[src/rtl/framed_deserializer_if.sv]
// Bit-stream input and framed-word output bundle of framed_deserializer.
// master drives the serial side and slave is the deserializer.
interface framed_deserializer_if #(
    parameter int DATA_WIDTH = 24
);
    logic                  i_en;
    logic                  i_din;
    logic                  i_din_valid;
    logic [DATA_WIDTH-1:0] ov_dout;
    logic                  o_dout_valid;
    logic                  o_locked;
    logic                  o_parity_err;

    modport master (
        output i_en, i_din, i_din_valid,
        input  ov_dout, o_dout_valid, o_locked, o_parity_err
    );

    modport slave (
        input  i_en, i_din, i_din_valid,
        output ov_dout, o_dout_valid, o_locked, o_parity_err
    );
endinterface

[src/rtl/framed_deserializer.sv]
// Sync-hunting serial-to-parallel front end: find SYNC_WORD, then capture DATA_WIDTH bits MSB-first.
// Optional trailing even-parity bit is enabled with `define FRAMED_DESERIALIZER_PARITY_EN.
module framed_deserializer #(
    parameter int                    DATA_WIDTH = 24,
    parameter int                    SYNC_WIDTH = 8,
    parameter logic [SYNC_WIDTH-1:0] SYNC_WORD  = 8'hA5
) (
    input  logic                  i_clk,
    input  logic                  i_rst_n,
    framed_deserializer_if.slave  bus,
    output logic [1:0]            o_dbg_state
);
    // Handshake: a bit is taken only when i_en && i_din_valid; there is no ready.
    // o_dout_valid is a single-cycle pulse with no back-pressure, so the consumer takes it as it comes.

    localparam int CNT_W  = $clog2(DATA_WIDTH + 1);
    localparam int LAST   = DATA_WIDTH - 1;
    localparam int SREG_W = SYNC_WIDTH - 1;
`ifdef FRAMED_DESERIALIZER_PARITY_EN
    localparam int DREG_W = DATA_WIDTH;
`else
    localparam int DREG_W = DATA_WIDTH - 1;
`endif

    typedef enum logic [1:0] {
        HUNT   = 2'd0,
        DATA   = 2'd1
`ifdef FRAMED_DESERIALIZER_PARITY_EN
        ,PARITY = 2'd2
`endif
    } state_t;

    state_t                state_q, state_d;
    // Only the older SYNC_WIDTH-1 bits are stored; the incoming bit completes the window.
    logic [SREG_W-1:0]     sync_q, sync_d;
    logic [DREG_W-1:0]     data_q, data_d;
    logic [CNT_W-1:0]      cnt_q, cnt_d;
    logic [DATA_WIDTH-1:0] dout_q, dout_d;
    logic                  valid_q, valid_d;
`ifdef FRAMED_DESERIALIZER_PARITY_EN
    logic                  err_q, err_d;
`endif
    logic                  accept;

    assign accept = bus.i_en && bus.i_din_valid;

    always_comb begin
        state_d = state_q;
        sync_d  = sync_q;
        data_d  = data_q;
        cnt_d   = cnt_q;
        dout_d  = dout_q;
        valid_d = 1'b0;
`ifdef FRAMED_DESERIALIZER_PARITY_EN
        err_d   = 1'b0;
`endif
        if (accept) begin
            case (state_q)
                HUNT: begin
                    sync_d = SREG_W'({sync_q, bus.i_din});
                    if ({sync_q, bus.i_din} == SYNC_WORD) begin
                        state_d = DATA;
                        cnt_d   = '0;
                    end
                end
                DATA: begin
                    data_d = DREG_W'({data_q, bus.i_din});
                    cnt_d  = cnt_q + CNT_W'(1);
                    if (cnt_q == CNT_W'(LAST)) begin
                        cnt_d = '0;
`ifdef FRAMED_DESERIALIZER_PARITY_EN
                        state_d = PARITY;
`else
                        dout_d  = {data_q, bus.i_din};
                        valid_d = 1'b1;
                        state_d = HUNT;
                        sync_d  = '0;
`endif
                    end
                end
`ifdef FRAMED_DESERIALIZER_PARITY_EN
                PARITY: begin
                    if ((^{data_q, bus.i_din}) == 1'b0) begin
                        dout_d  = data_q;
                        valid_d = 1'b1;
                    end else begin
                        err_d = 1'b1;
                    end
                    state_d = HUNT;
                    sync_d  = '0;
                end
`endif
                default: begin
                    state_d = HUNT;
                    sync_d  = '0;
                end
            endcase
        end
    end

    always_ff @(posedge i_clk or negedge i_rst_n) begin
        if (!i_rst_n) begin
            state_q <= HUNT;
            sync_q  <= '0;
            data_q  <= '0;
            cnt_q   <= '0;
            dout_q  <= '0;
            valid_q <= 1'b0;
`ifdef FRAMED_DESERIALIZER_PARITY_EN
            err_q   <= 1'b0;
`endif
        end else begin
            state_q <= state_d;
            sync_q  <= sync_d;
            data_q  <= data_d;
            cnt_q   <= cnt_d;
            dout_q  <= dout_d;
            valid_q <= valid_d;
`ifdef FRAMED_DESERIALIZER_PARITY_EN
            err_q   <= err_d;
`endif
        end
    end

    assign bus.ov_dout      = dout_q;
    assign bus.o_dout_valid = valid_q;
    assign bus.o_locked     = (state_q != HUNT);
`ifdef FRAMED_DESERIALIZER_PARITY_EN
    assign bus.o_parity_err = err_q;
`else
    assign bus.o_parity_err = 1'b0;
`endif
    assign o_dbg_state      = state_q;
endmodule

[src/flat_wrapper.sv]
// flat-port wrapper written by rule: the top's interface ports become plain ports
module framed_deserializer_flat 
#(
    parameter int                    DATA_WIDTH = 24,
    parameter int                    SYNC_WIDTH = 8,
    parameter logic [SYNC_WIDTH-1:0] SYNC_WORD  = 8'hA5
)
  (i_clk, i_rst_n, o_dbg_state, bus_i_en, bus_i_din, bus_i_din_valid, bus_ov_dout, bus_o_dout_valid, bus_o_locked, bus_o_parity_err);
  framed_deserializer_if #(.DATA_WIDTH(DATA_WIDTH)) bus_i ();
  input  logic i_clk;
  input  logic i_rst_n;
  output logic [1:0] o_dbg_state;
  input wire logic [$bits(bus_i.i_en)-1:0] bus_i_en;
  input wire logic [$bits(bus_i.i_din)-1:0] bus_i_din;
  input wire logic [$bits(bus_i.i_din_valid)-1:0] bus_i_din_valid;
  output wire logic [$bits(bus_i.ov_dout)-1:0] bus_ov_dout;
  output wire logic [$bits(bus_i.o_dout_valid)-1:0] bus_o_dout_valid;
  output wire logic [$bits(bus_i.o_locked)-1:0] bus_o_locked;
  output wire logic [$bits(bus_i.o_parity_err)-1:0] bus_o_parity_err;
  assign bus_i.i_en = bus_i_en;
  assign bus_i.i_din = bus_i_din;
  assign bus_i.i_din_valid = bus_i_din_valid;
  assign bus_ov_dout = bus_i.ov_dout;
  assign bus_o_dout_valid = bus_i.o_dout_valid;
  assign bus_o_locked = bus_i.o_locked;
  assign bus_o_parity_err = bus_i.o_parity_err;
  framed_deserializer #(.DATA_WIDTH(DATA_WIDTH), .SYNC_WIDTH(SYNC_WIDTH), .SYNC_WORD(SYNC_WORD)) u_core (.i_clk(i_clk), .i_rst_n(i_rst_n), .bus(bus_i), .o_dbg_state(o_dbg_state));
endmodule
[config.mk]
export PLATFORM = sky130hd
export DESIGN_NAME = framed_deserializer_flat
export DESIGN_NICKNAME = d
export VERILOG_FILES = /design/src/rtl/framed_deserializer_if.sv /design/src/rtl/framed_deserializer.sv /design/src/flat_wrapper.sv
export SDC_FILE = /design/constraint.sdc
export NUM_CORES = 1
export LEC_CHECK = 0
export ABC_AREA = 1
export BUFFER_PORTS_ARGS = -buffer_cell sky130_fd_sc_hd__buf_2
export CAP_MARGIN = 20
export CORE_MARGIN = 8
export CORE_UTILIZATION = 40
export CTS_BUF_LIST = sky130_fd_sc_hd__clkbuf_8
export CTS_CLUSTER_DIAMETER = 60
export DETAILED_ROUTE_END_ITERATION = 7
export SETUP_SLACK_MARGIN = 0.4
export SYNTH_ARGS = -nofsm -noshare
export SYNTH_HDL_FRONTEND = slang
export SYNTH_SLANG_ARGS = --single-unit
export TNS_END_PERCENT = 100
[constraint.sdc]
create_clock -name i_clk -period 3 [get_ports i_clk]
set_input_delay 0.15 -clock i_clk [delete_from_list [all_inputs] [get_ports i_clk]]
set_output_delay 0.15 -clock i_clk [all_outputs]
set_load 0.01 [all_outputs]
# Word-level counts from Yosys, hierarchy flattened
# Cells that the tools add are included.
word_totals:
  register_bits: 62
  input_bits: 5
  out_inout_bits: 29
  word_cells: 32
op_classes:
  addsub: 1
  eq_ne: 5
  mux: 11
  reduce_logical: 9
ops:
  columns: ["cell", "n"]
  rows:
  - ["$pmux W7 S2", 1]
  - ["$mux W5", 2]
  - ["$pmux W5 S2", 1]
  - ["$reduce_and A3 Y1", 3]
  - ["$eq A8 B8 Y1 const B", 1]
  - ["$mux W7", 1]
  - ["$add A5 B1 Y5 const B", 1]
  - ["$eq A5 B5 Y1 const B", 1]
  - ["$mux W2", 2]
  - ["$ne A2 B1 Y1 const B", 2]
  - ["$pmux W2 S2", 1]
  - ["$reduce_and A2 Y1", 2]
  - ["$reduce_bool A2 Y1", 2]
  - ["$mux W1", 3]
  - ["$eq A2 B1 Y1 const B", 1]
  - ["$logic_not A2 Y1", 1]
  - ["$logic_and A1 B1 Y1", 1]

# Depth between registers and ports, before layout
depth:
  depth_word: 4
  ltp_mapped: 9
  ltp_nobuf: 7

# Worst setup path before layout
# Ideal clock, no wire load.
synth_path:
  kind: "register to register"
  from: "reg u_core.cnt_q[0]"
  to: "reg u_core.dout_q[15], in the netlist u_core.bus.ov_dout[15]"
  setup_ns: 0.130
  t_arrival_ns: 1.285
  t_required_ns: 2.870
  setup_slack_ns: 1.585
  stages_incl_launch_ff: 9
  n_path_buf: 2
  synth_period_minus_slack_ns: 1.415
  path_cell_list: "dfrtp_1 > ha_1 > nand4_1 > nor2_4 > inv_2 > buf_6 > buf_6 > nand2_1 > o21ai_1"
synth_between:
  elab_chain_len: 2
synth_lines:
  columns: ["element", "line", "text"]
  rows:
  - ["from (decl)", "framed_deserializer.sv:37", "logic [CNT_W-1:0] cnt_q, cnt_d;"]
  - ["from (signal assigned)", "framed_deserializer.sv:116", "cnt_q <= cnt_d;"]
  - ["$eq A5 B5 Y1", "framed_deserializer.sv:69", "if (cnt_q == CNT_W'(LAST)) begin"]
  - ["$reduce_and A3 Y1 (no source line)", null, null]
  - ["to (signal assigned)", "framed_deserializer.sv:117", "dout_q <= dout_d;"]
  - ["to (decl)", "framed_deserializer.sv:38", "logic [DATA_WIDTH-1:0] dout_q, dout_d;"]
# No other way between the ends.
# A chain may end at the register's enable or synchronous reset.

# Worst setup path in the final report
layout_path:
  from: "reg u_core.cnt_q[0]"
  to: "reg u_core.dout_q[21], in the netlist u_core.bus.ov_dout[21]"
# Same word-level chain as after synthesis.

==> impl_results.rst <==
.. list-table::
   :header-rows: 1

   * - Metric
     - Value
   * - Outcome
     - finished, final reports clean
   * - Die footprint
     - 8920 µm²
   * - Tightest Hold Check Type
     - primary input to register
   * - CP Data Arrival Time
     - 2040 ps
   * - Post-layout min period
     - 1800 ps
   * - Total Nets Final
     - 306
   * - Crit path largest cell delay
     - 570 ps
   * - Pwr dens
     - 691 nW/µm²
   * - Critical path type
     - register to register
   * - Metal1 wirelength
     - 2230 µm
   * - Antenna Diode Count
     - 0
   * - Synthesized instance count
     - 266
   * - Total via count after detailed routing
     - 1720
   * - Critical path capture point type
     - register
   * - Share of total power in the clock network
     - 0.357
   * - Largest net degree at the start of global routing
     - 49
   * - All-layer global routing usage
     - 0.115
   * - Transition time at the pin with the least slew margin
     - 777 ps
   * - Overall die width
     - 94.4 µm
   * - Cell-by-cell listing of the critical path
     - ha_1, nand4_1, nor2_4, inv_2, nand2_1, o21ai_2
   * - Row count
     - 28
   * - Commonest cells in the synthesized netlist
     - nand2_1, dfrtp_1, inv_1
   * - Met3 wire length
     - 209 µm
   * - Share of the synthesized area in the top cell type
     - 0.620
   * - Setup Buffers After CTS
     - 0
   * - Worst hold slack
     - 64.1 ps
   * - Core area
     - 5920 µm²
   * - Max-cap check violation count
     - 0
   * - Number of flip-flops and latches in the synthesized netlist
     - 61
   * - Worst setup skew after layout
     - 8.47 ps
   * - Count of pins over their slew limit
     - 0
   * - First DRT Iteration DRCs
     - 67
   * - Overall overflow remaining after global route
     - 0
   * - Number of design rule violations left after detail routing
     - 0
   * - Detailed-routed wire length on met2
     - 1970 µm
   * - Post-DRT Antenna Nets
     - 0
   * - Peak VDD IR
     - 0.341 mV
   * - Clock H-tree levels
     - 3
   * - Post-synthesis sequential area ratio
     - 0.620
   * - Weighted congestion at the end of routability-driven global placement
     - 0.836
   * - Cell types occupying the most area after synthesis
     - dfrtp_1, nand2_1, o21ai_0
   * - Number of global-route vias before repair
     - 1688
   * - Maximum root-to-sink buffer count
     - 2
   * - Top routing layer in use
     - met4
   * - Dominant cell by count in the synthesized netlist
     - nand2_1
   * - Drt pass-1 iters
     - 4
   * - Period Utilization, post-route
     - 0.600
   * - Layout Area Growth over Synthesis
     - 15.9%
   * - Net switching power figure
     - 537 µW
   * - Post-cts repair resize count
     - 0
   * - Cell Area, Synth
     - 2460 µm²
   * - Required arrival time at the worst endpoint
     - 3250 ps
   * - Skew-Pair Late Insertion Delay
     - 330 ps
   * - Static Leak
     - 0.00147 µW
   * - Syn avg cell area
     - 9.25 µm²
   * - Top flip-flop cell by instance count after synthesis
     - dfrtp_1
   * - Die Span Y
     - 94.4 µm
   * - CTS Buf Count
     - 9
   * - Biggest area consumer among synthesized cells
     - dfrtp_1
   * - Detailed placer's ending HPWL
     - 3030 µm
   * - Maximum net fanout on the critical path
     - 48
   * - Ports
     - 34
   * - Critical path launch point type
     - register
   * - Setup repair after global routing missed its margin
     - false
   * - Hold Fails Final Rpt
     - 0
   * - Fraction of final layout cells with drive strength greater than 1
     - 0.187
   * - Global-route wire length before repair
     - 7900 µm
   * - Total negative slack
     - 0 ps
   * - Routed Wire Length
     - 4510 µm
   * - Starting Density
     - 0.416
   * - CTS tree
     - built
   * - Sequential fraction of design power
     - 0.520
   * - Final setup violating endpoints
     - 0
   * - EDFF count, synth
     - 0
   * - Clock slew at the register clock pins of the worst setup and hold paths
     - 60 ps
   * - Number of library cell types mapped by synthesis
     - 19
   * - Post-layout util
     - 0.482
   * - PortBufs
     - 31
   * - Average via count per standard cell
     - 4.53
   * - Filler cells
     - 572
   * - Post-synthesis async set-or-reset flop share
     - 1.00
   * - Root buffer cell
     - clkbuf_8
   * - Slowest cell on crit path
     - inv_2
   * - Detail-routed net length per standard cell
     - 11.9 µm
   * - Portion of total power attributed to combinational logic
     - 0.123
   * - Total of warnings raised by yosys
     - 0
   * - Design internal power
     - 1430 µW
   * - # clock sinks
     - 61
   * - Max transition margin
     - 0.481
   * - Max frequency
     - 556 MHz
   * - Antenna violations before repair
     - 0
   * - Sw frac
     - 0.273
[logic make-up (layout without fill, tap and decap cells)]
logic type | after synthesis | count (layout) | share of synthesized area
flip-flops | 61 | 61 | 0.620
AO/OA/AOI/OAI | 53 | 53 | 0.114
adder cells (fa/ha/maj) | 1 | 1 | 0.00508
buffers and inverters | 49 | 87 | 0.0905
other | 1 | 2 | 0.00152
AND/OR/NAND/NOR | 101 | 101 | 0.169
[registers in the layout (all words and copies together), names as in the netlist]
register / cells
u_core.bus.o_dout_valid: 1
u_core.bus.ov_dout: 24
u_core.cnt_q: 5
u_core.data_q: 23
u_core.o_dbg_state: 1
u_core.sync_q: 7
[timing repair]
item	4_1_cts	5_1_grt
endpoints found under the setup margin	0	0
hold buffers	1	0
endpoints found under the hold margin	29	0
[routing by layer]
layer	global-route usage	up-vias
li1	-	902
met3	0.0373	9
met2	0.165	26
met1	0.145	783
met5	0	-
met4	0.0753	0
[through the flow]
stage | worst slack (ps) | instances | power (µW) | cell area [µm²]
after floorplan | 1580 | 267 | 1200 | 2460
after global placement | 1280 | 363 | 1280 | 2650
after detailed placement | 1210 | 363 | 1280 | 2650
after CTS | 1190 | 380 | 2000 | 2850
after global routing | 1010 | 380 | 2100 | 2850
final | 1200 | 380 | 1970 | 2850
[worst paths after layout]
| check | slack, ps | start | endpoint | cells after the start |
|---|---|---|---|---|
| max in group asynchronous | 1870 | i_rst_n | u_core.bus.ov_dout[23] | 3 |
| hold reg to reg | 480 | u_core.sync_q[0] | u_core.sync_q[0] | 2 |
| setup reg to reg | 1200 | u_core.cnt_q[0] | u_core.bus.ov_dout[21] | 6 |
| setup / recovery | 1200 | u_core.cnt_q[0] | u_core.bus.ov_dout[21] | 6 |
| hold / removal | 60 | bus_i_din | u_core.data_q[0] | 3 |
| min in group asynchronous | 390 | i_rst_n | u_core.data_q[12] | 2 |
[critical path: cells and delay by family (launching register included)]
family / cells / cell delay (ps)
compound gates: 1 / 90
fa+ha+maj: 1 / 240
flops: 1 / 420
simple gates: 3 / 400
buf+inv: 1 / 570
[power by group through the flow]
stage          sequential, µW  combinational (µW)  clock, µW
2_1_floorplan            1030                 169          0
3_3_place_gp             1030                 243          0
3_5_place_dp             1030                 249          0
4_1_cts                  1020                 250        727
5_1_grt                  1040                 294        770
6_report                 1020                 243        703
[cells in the final DEF, fill, tap and decap left out]
master and count:
buf_2 31, a21oi_1 1, inv_1 35, ha_1 1, conb_1 2, nor2_1 8
o21ai_2 4, inv_2 3, clkinvlp_4 1, dfrtp_1 61, nand3_1 10, nand2_1 77
buf_4 3, dlygate4sd3_1 1, o21ai_1 16, nor2_4 2, nor3_1 1, clkbuf_8 10
bufinv_16 1, clkinv_2 2, nand4_1 3, o21ai_0 32
[area by class of cell]
type	instances	area, µm²	area share
Clock buffer	10	138	0.0483
Clock inverter	6	55.1	0.0193
Inverter	36	135	0.0474
Multi-Input combinational cell	157	716	0.251
Sequential cell	61	1530	0.535
Tap cell	75	93.8	0.0329
Timing Repair Buffer	35	188	0.0658
Power figures use the tool's default switching activity.
